--- src/rtl/vga_timing_gen.sv ---
// VGA raster timing generator.
// Stage 0 issues a pixel request with x/y straight from the counters; stage 1 registers
// blank/hsync/vsync one clock later, which is when the pixel generator's registered colour
// comes back, so the returned RGB is gated combinationally by blank_o.
module vga_timing_gen #(
    parameter logic [11:0] H_DISP = 12'd800,
    parameter logic [11:0] H_FP   = 12'd40,
    parameter logic [11:0] H_SYNC = 12'd128,
    parameter logic [11:0] H_BP   = 12'd88,
    parameter logic [11:0] V_DISP = 12'd600,
    parameter logic [11:0] V_FP   = 12'd1,
    parameter logic [11:0] V_SYNC = 12'd4,
    parameter logic [11:0] V_BP   = 12'd23,
    parameter logic        HS_POL = 1'b1,
    parameter logic        VS_POL = 1'b1
) (
    input  logic        clk_i,
    input  logic        rst_i,
    input  logic [7:0]  rgb_r_i,
    input  logic [7:0]  rgb_g_i,
    input  logic [7:0]  rgb_b_i,
    output logic        data_requst_o,
    output logic [11:0] x_pos_o,
    output logic [11:0] y_pos_o,
    output logic        clk_o,
    output logic        hs_o,
    output logic        vs_o,
    output logic        blank_o,
    output logic [7:0]  rgb_r_o,
    output logic [7:0]  rgb_g_o,
    output logic [7:0]  rgb_b_o
);

    // Totals and sync windows; both totals must stay <= 4095 to fit the 12-bit counters.
    localparam logic [11:0] H_TOTAL    = H_DISP + H_FP + H_SYNC + H_BP;
    localparam logic [11:0] V_TOTAL    = V_DISP + V_FP + V_SYNC + V_BP;
    localparam logic [11:0] H_SYNC_BEG = H_DISP + H_FP;
    localparam logic [11:0] H_SYNC_END = H_DISP + H_FP + H_SYNC;
    localparam logic [11:0] V_SYNC_BEG = V_DISP + V_FP;
    localparam logic [11:0] V_SYNC_END = V_DISP + V_FP + V_SYNC;

    logic [11:0] h_cnt_q;
    logic [11:0] v_cnt_q;
    logic        h_last;
    logic        v_last;
    logic        req;
    logic        in_hsync;
    logic        in_vsync;
    logic        blank_q;
    logic        hs_q;
    logic        vs_q;

    // Stage 0: decode the counter position.
    always_comb begin
        h_last   = (h_cnt_q == H_TOTAL - 12'd1);
        v_last   = (v_cnt_q == V_TOTAL - 12'd1);
        req      = (h_cnt_q < H_DISP) && (v_cnt_q < V_DISP);
        in_hsync = (h_cnt_q >= H_SYNC_BEG) && (h_cnt_q < H_SYNC_END);
        in_vsync = (v_cnt_q >= V_SYNC_BEG) && (v_cnt_q < V_SYNC_END);
    end

    // Raster counters: h wraps every line, v advances only on the last pixel of a line.
    always_ff @(posedge clk_i) begin
        if (rst_i) begin
            h_cnt_q <= 12'd0;
            v_cnt_q <= 12'd0;
        end else if (h_last) begin
            h_cnt_q <= 12'd0;
            v_cnt_q <= v_last ? 12'd0 : v_cnt_q + 12'd1;
        end else begin
            h_cnt_q <= h_cnt_q + 12'd1;
        end
    end

    // Stage 1: register blank and syncs one clock behind the request.
    always_ff @(posedge clk_i) begin
        if (rst_i) begin
            blank_q <= 1'b0;
            hs_q    <= ~HS_POL;
            vs_q    <= ~VS_POL;
        end else begin
            blank_q <= req;
            hs_q    <= in_hsync ? HS_POL : ~HS_POL;
            vs_q    <= in_vsync ? VS_POL : ~VS_POL;
        end
    end

    // Request outputs and colour gating; the DAC samples on the falling pixel-clock edge.
    always_comb begin
        data_requst_o = req;
        x_pos_o       = req ? h_cnt_q : 12'd0;
        y_pos_o       = req ? v_cnt_q : 12'd0;
        clk_o         = ~clk_i;
        blank_o       = blank_q;
        hs_o          = hs_q;
        vs_o          = vs_q;
        rgb_r_o       = blank_q ? rgb_r_i : 8'd0;
        rgb_g_o       = blank_q ? rgb_g_i : 8'd0;
        rgb_b_o       = blank_q ? rgb_b_i : 8'd0;
    end

endmodule

--- config.mk ---
export PLATFORM = sky130hd
export DESIGN_NAME = vga_timing_gen
export DESIGN_NICKNAME = d
export VERILOG_FILES = /design/src/rtl/vga_timing_gen.sv
export SDC_FILE = /design/constraint.sdc
export NUM_CORES = 1
export LEC_CHECK = 0
export BUFFER_PORTS_ARGS = -buffer_cell sky130_fd_sc_hd__buf_2
export CAP_MARGIN = 25
export CORE_AREA = 2 2 67 69
export DETAILED_ROUTE_END_ITERATION = 16
export DIE_AREA = 0 0 69 71
export GPL_TIMING_DRIVEN = 0
export PLACE_DENSITY = 0.74
export SYNTH_ARGS = -nofsm -noshare
export SYNTH_HDL_FRONTEND = slang
export SYNTH_SLANG_ARGS = --single-unit
--- constraint.sdc ---
create_clock -name clk_i -period 1.9 [get_ports clk_i]
set_clock_uncertainty 0.2 [all_clocks]
set_input_delay 0.19 -clock clk_i [delete_from_list [all_inputs] [get_ports clk_i]]
set_output_delay 0.19 -clock clk_i [all_outputs]
set_load 0.02 [all_outputs]
After elaboration in Yosys (flattened, before gate mapping)
Index checks and enable logic that the tools add are counted.
{"block": "op_classes", "n_eq_ne": 2, "n_reduce_logical": 4, "order_cmp": 6, "n_addsub": 2, "muxes": 8, "bitwise_logic": 1}
{"operator": "$lt A12 B10 Y1 const B", "n": 4}
{"operator": "$mux W12", "n": 3}
{"operator": "$add A12 B1 Y12 const B", "n": 2}
{"operator": "$ge A12 B10 Y1 const B", "n": 2}
{"operator": "$mux W8", "n": 3}
{"operator": "$eq A12 B10 Y1 const B", "n": 1}
{"operator": "$eq A12 B11 Y1 const B", "n": 1}
{"operator": "$logic_and A1 B1 Y1", "n": 3}
{"operator": "$mux W1", "n": 2}
{"operator": "$reduce_or A2 Y1", "n": 1}
{"operator": "$not A1 Y1", "n": 1}
{"block": "word_totals", "out_inout_bits": 53, "in_bits": 26, "ff_bits": 27, "wordCells": 28}

Longest topological paths before layout
Gate-level depths: netlist of run 1.
{"block": "depth", "depth_word": 3, "ltp_mapped": 6, "ltp_nobuf": 5}

==> results.yml, run 1 <==
routing:
  vias: 1783
  via_per_inst: 5.07
  drt_iter0_markers: 133
  ant_nets: 0
  wirelength_mm: 4.85
  drtPass1Iterations: 4
  drc_errors: 0
  drt-wirelength-per-cell_um: 13.8
die:
  dieHeight_um: 71
  die_area_um2: 4900
  fp.dieW_um: 69
  core_area_um2: 4200
  io_pins: 79
  initial_core_util: 0.400
  row_count: 24
clocking:
  cts-root-buf: "clkbuf_8"
  clk_latency_ns: 0.28
  tritoncts: "done"
  clk_pin_slew_ns: 0.10
  ctsHoldBuffers: 0
  h-tree-depth: 1
  cts_buffers: 3
  cts_buffer_depth: 2
grt:
  first_global_vias: 1619
  grt_pass1_wl_mm: 7.49
  antenna_found_initial: 0
  grt-ovfl-total: 0
  grt_usage: 0.182
  grt_max_degree: 17
run_status:
  status: "complete, but fails checks"
  violations: "negative setup slack"
synth:
  synth_edf_count: 0
  synth_cells: 208
  yosysMostFrequentCell: "and2_1"
  synth_area_leader_cell: "dfxtp_1"
  synthDistinctLibCells: 40
  syn_avg_cell_area_um2: 8.08
  ys_seq_area_frac: 0.321
  synth_top_area_frac: 0.321
  synth_common_cells: "and2_1, dfxtp_1, and3_1"
  synth_area_leaders: "dfxtp_1, and2_1, and3_1, xnor2_1, a21oi_1"
  synth-seq-cells: 27
  synth_ff_type: "dfxtp_1"
  yosysWarnings: 0
  syn_area_um2: 1680
  synthArstFlopShare: 0
sta:
  rsz0062_at_grt: "yes"
  drv_slew: 0
  setup_viol: 26
  worst_slack_ns: -0.429
  fin_crit_ns: 2.33
  finalHoldViolations: 0
  fmax_mhz: 429
  post-route-period-util: 1.23
power_and_ir_drop:
  vdd_drop_max_uv: 453
  comb_power_share: 0.143
  net-switching-power_mw: 0.337
  power_frac_clock: 0.389
  leakagePower_nw: 1.13
  switching_share: 0.274
  power_density_nw_per_um2: 460
  finalPower_mw: 1.23
  pwr-share-seq: 0.467
  cell_internal_pwr_mw: 0.894
finish:
  seq_area_um2: 577
  multiInputGateArea_um2: 1250
  fin_nets: 331
  n_fill_cell: 355
  drive_above_1_share: 0.533
  num_antenna_cells: 0
  fin_util: 0.636
  area_growth_pct: 59.1
worst_setup_path:
  rrSetupSlack_ns: -0.05
  r2r-start: "h_cnt_q[6]$_SDFF_PP0_"
  reg2regPathDepth: 7
  path_max_fanout: 5
  critPathRequiredTime_ns: 1.51
  cp-startpoint: "h_cnt_q[6]$_SDFF_PP0_"
  cp-end-kind: "primary output"
  worstSetupStartpointType: "register"
  r2r_end: "v_cnt_q[7]$_SDFFE_PP0N_"
  cp.arrival_ns: 1.94
  worstSetupPathType: "register to primary output"
worst_hold_path:
  holdPathEnd: "blank_o$_SDFF_PP0_"
  min_path_cells: 2
  min-delay-start: "rst_i"
  hp-class: "input port to register"
run:
  cap_violations: 0
placed_design:
  dp.final_hpwl_mm: 3.18
  routabilityCongestion: 0.775
  portBuffers: 73
[critical path, stage by stage, from the launching register on]
cell,delay [ns]
dfxtp_4,0.37
o311a_4,0.36
a2111oi_4,0.30
buf_4,0.22
buf_6,0.13
and3_4,0.18
buf_6,0.11
[per-layer routing]
metal / share of wire / track usage / wire length (um)
met3: 0.052 / 0.0185 / 253
met2: 0.52 / 0.312 / 2520
met1: 0.42 / 0.242 / 2010
met4: 0.013 / 0.0610 / 63
met5: 0 / 0 / 0
[cell usage in the layout, fill, tap and decap left out, types with 7 or more instances in the layout]
master and instances:
nor2_1 16, and2_1 26, dfxtp_1 10, buf_4 16
nand2_1 8, nand3_1 7, a21oi_1 9, or3_1 7
buf_2 52, and3_4 13, xnor2_1 8, buf_6 25
inv_1 9, dfxtp_2 11, o21ai_0 7
[stage by stage]
step / cells / TNS, ns / hold slack, ns / setup slack (ns) / area (um^2)
2_1_floorplan: 211 / 0 / 0.0666 / 0.00619 / 1760
3_3_place_gp: 336 / -5.91 / 0.145 / -0.310 / 2190
3_5_place_dp: 336 / -6.85 / 0.145 / -0.346 / 2190
4_1_cts: 343 / -8.79 / 0.102 / -0.444 / 2480
5_1_grt: 352 / -9.47 / 0.150 / -0.486 / 2680
6_report: 352 / -8.14 / 0.125 / -0.429 / 2680
[worst max path at each step]
stage / end / slack, ns / cells past startpoint
6_report: y_pos_o[9] / -0.43 / 6
5_1_grt: y_pos_o[6] / -0.49 / 6
4_1_cts: x_pos_o[4] / -0.44 / 5
3_5_place_dp: x_pos_o[7] / -0.35 / 5
3_3_place_gp: x_pos_o[7] / -0.31 / 5
2_1_floorplan: v_cnt_q[9]$_SDFFE_PP0N_ / 0.006 / 5
[registers in the layout, indices dropped and copies added (netlist names)]
name     cells
h_cnt_q     12
v_cnt_q     12
blank_o      1
hs_o         1
vs_o         1
[power by group through the flow]
stage	Clock, mW	Sequential, mW	Combinational (mW)
floorplan	0.0377	0.593	0.0999
global placement	0.0556	0.593	0.159
detailed placement	0.0556	0.593	0.161
CTS	0.488	0.578	0.172
global route	0.513	0.576	0.193
finish	0.479	0.575	0.176
[area by class of cell]
type,count,share of cell area
well taps,52,0.0243
flip-flops and latches,27,0.216
repair buffers,86,0.227
clock inverters,1,0.00140
plain buffers,10,0.0243
multi-input cells,163,0.469
clock buffers,5,0.0267
inverters,8,0.0112
[cells by family (layout without fill, tap and decap cells)]
| group | Yosys count | count (layout) | share of synthesized area |
|---|---|---|---|
| adder cells (fa/ha/maj) | 4 | 4 | 0.0298 |
| AND/OR/NAND/NOR | 114 | 114 | 0.417 |
| flip-flops | 27 | 27 | 0.321 |
| XOR/XNOR | 11 | 11 | 0.0573 |
| AO/OA/AOI/OAI | 29 | 30 | 0.113 |
| other | 1 | 4 | 0.00223 |
| buffers and inverters | 22 | 110 | 0.0595 |
[timing repair]
action	4_1_cts	5_1_grt
setup buffers	5	7
endpoints found under the setup margin	42	32
pin swaps	4	11
gates resized for setup	63	39
cloned	1	2
No activity file was read; power rests on OpenSTA's default activity.
==> run 2: changes to the inputs <==
Settings changed: CELL_PAD_IN_SITES_DETAIL_PLACEMENT from default to 1, CELL_PAD_IN_SITES_GLOBAL_PLACEMENT from default to 2, CORE_AREA 2 2 67 69 to 2 2 91 93, DIE_AREA 0 0 69 71 to 0 0 93 95, PLACE_DENSITY 0.74 to 0.73.
==> run 2 against run 1 <==
The flow still finishes with violations (negative setup slack). Wire length rose by 25%. Flip-flop and latch count did not move. Cell area rose by 7.8%. Critical endpoint is now y_pos_o[2].
==> results.yml, run 2 (same netlist as run 1, synthesis figures left out) <==
grt:
  grt_pass1_wl_mm: 9.09
  first_global_vias: 1850
  grt-ovfl-total: 0
  grt_max_degree: 17
  antenna_found_initial: 0
  grt_usage: 0.127
worst_hold_path:
  holdPathEnd: "h_cnt_q[2]$_SDFF_PP0_"
  min_path_cells: 2
  min-delay-start: "rst_i"
  hp-class: "input port to register"
worst_setup_path:
  cp_slowest_cell: "dfxtp_4"
  reg2regPathDepth: 5
  critPathRequiredTime_ns: 1.51
  worstSetupPathType: "register to primary output"
  rrSetupSlack_ns: -0.02
  r2r-start: "h_cnt_q[5]$_SDFF_PP0_"
  max_stage_delay_ns: 0.38
  worstSetupStartpointType: "register"
  crit_family: "compound AO/OA/AOI/OAI gates"
  cp-end-kind: "primary output"
  cp_num_buf_inv: 3
  path_max_fanout: 5
  r2r_end: "v_cnt_q[9]$_SDFFE_PP0N_"
  crit_chain: "o311a_4, a2111oi_4, buf_4, buf_8, and3_4, buf_6"
  cp.arrival_ns: 1.99
  critical_path_depth: 6
finish:
  drive_above_1_share: 0.552
  fin_nets: 341
  largest_registers: "h_cnt_q x12, v_cnt_q x12"
  final_common_cell: "buf_2"
  multiInputGateArea_um2: 1300
  final_cell_mix: "buf_2, and2_1, buf_6, buf_4, nor2_1"
  n_fill_cell: 954
  seq_area_um2: 581
  area_growth_pct: 71.4
  num_antenna_cells: 0
die:
  initial_core_util: 0.212
  io_pins: 79
  die_area_um2: 8840
  core_area_um2: 7930
  fp.dieW_um: 93
  row_count: 33
  dieHeight_um: 95
sta:
  worst_slack_ns: -0.482
  tightest_slew_ns: 0.546
  relSlewSlack: 0.636
  finalHoldViolations: 0
  setup_viol: 23
  fmax_mhz: 420
  setup_tns_ns: -9.43
  fin_crit_ns: 2.38
  post-route-period-util: 1.25
  drv_slew: 0
  rsz0062_at_grt: "yes"
routing:
  drc_errors: 0
  drtPass1Iterations: 4
  drt-wirelength-per-cell_um: 14.7
  drt_iter0_markers: 82
  via_per_inst: 4.56
  ant_nets: 0
  wirelength_mm: 6.08
  vias: 1894
placed_design:
  dp.final_hpwl_mm: 3.95
  portBuffers: 73
  routabilityCongestion: 0.714
clocking:
  cts_buffers: 3
  clk_latency_ns: 0.28
  tritoncts: "done"
  clk_pin_slew_ns: 0.10
  cts-root-buf: "clkbuf_8"
  cts_buffer_depth: 2
  h-tree-depth: 1
run_status:
  status: "complete, but fails checks"
  violations: "negative setup slack"
power_and_ir_drop:
  power_density_nw_per_um2: 432
  vdd_drop_max_uv: 310
  leakagePower_nw: 1.18
  finalPower_mw: 1.25
run:
  cap_violations: 0
[run 2: changes by cell type in the layout (fill, tap and decap cells not counted), moves of 2 or more]
cell,delta
and3_2,-2
and3_4,+2
buf_4,+7
nand3_2,-2
[run 2: worst max path at each step]
stage                                        from                 endpoint
after floorplan             h_cnt_q[0]$_SDFF_PP0_  v_cnt_q[9]$_SDFFE_PP0N_
after global placement    v_cnt_q[7]$_SDFFE_PP0N_               x_pos_o[7]
after detailed placement  v_cnt_q[7]$_SDFFE_PP0N_               x_pos_o[7]
after CTS                 v_cnt_q[5]$_SDFFE_PP0N_               y_pos_o[4]
after global routing        h_cnt_q[5]$_SDFF_PP0_               y_pos_o[4]
final                       h_cnt_q[5]$_SDFF_PP0_               y_pos_o[2]
[run 2: per-layer routing]
metal	wire [um]	track usage
met5	0	0
met2	3130	0.229
met4	24	0.0147
met3	204	0.0208
met1	2720	0.166
[run 2: worst register-to-register path, stage by stage (launching register included)]
cell	delay (ns)
dfxtp_4	0.38
buf_4	0.16
nor3_4	0.24
nand4_4	0.19
or4_1	0.55
a21oi_1	0.15
[run 2: through the flow]
step	instances	util	instance area [um^2]	hold slack [ns]	worst slack [ns]
floorplan	211	-	1760	0.0666	0.00619
global placement	389	0.285	2260	0.145	-0.408
detailed placement	389	0.285	2260	0.145	-0.425
CTS	404	0.337	2670	0.144	-0.498
global route	415	0.364	2880	0.166	-0.549
finish	415	0.364	2880	0.140	-0.482
[run 2: final cells by class]
class | count | share of cell area
multi-input combinational | 164 | 0.450
timing repair buffer | 95 | 0.241
sequential | 27 | 0.201
tap | 105 | 0.0456
buffer | 10 | 0.0252
clock buffer | 5 | 0.0247
inverter | 8 | 0.0104
clock inverter | 1 | 0.00130
[run 2: power breakdown]
group	internal (mW)	switching (mW)
registers	0.564	0.00961
clock network	0.247	0.241
logic	0.0851	0.0989
total	0.896	0.350
[run 2: repair_timing]
action                                  in CTS  in global routing
resized for setup                           80                 32
gates cloned                                 3                  1
hold buffers                                 0                  0
setup buffers                               11                 10
pin swaps                                   10                  6
endpoints found under the setup margin      42                 43
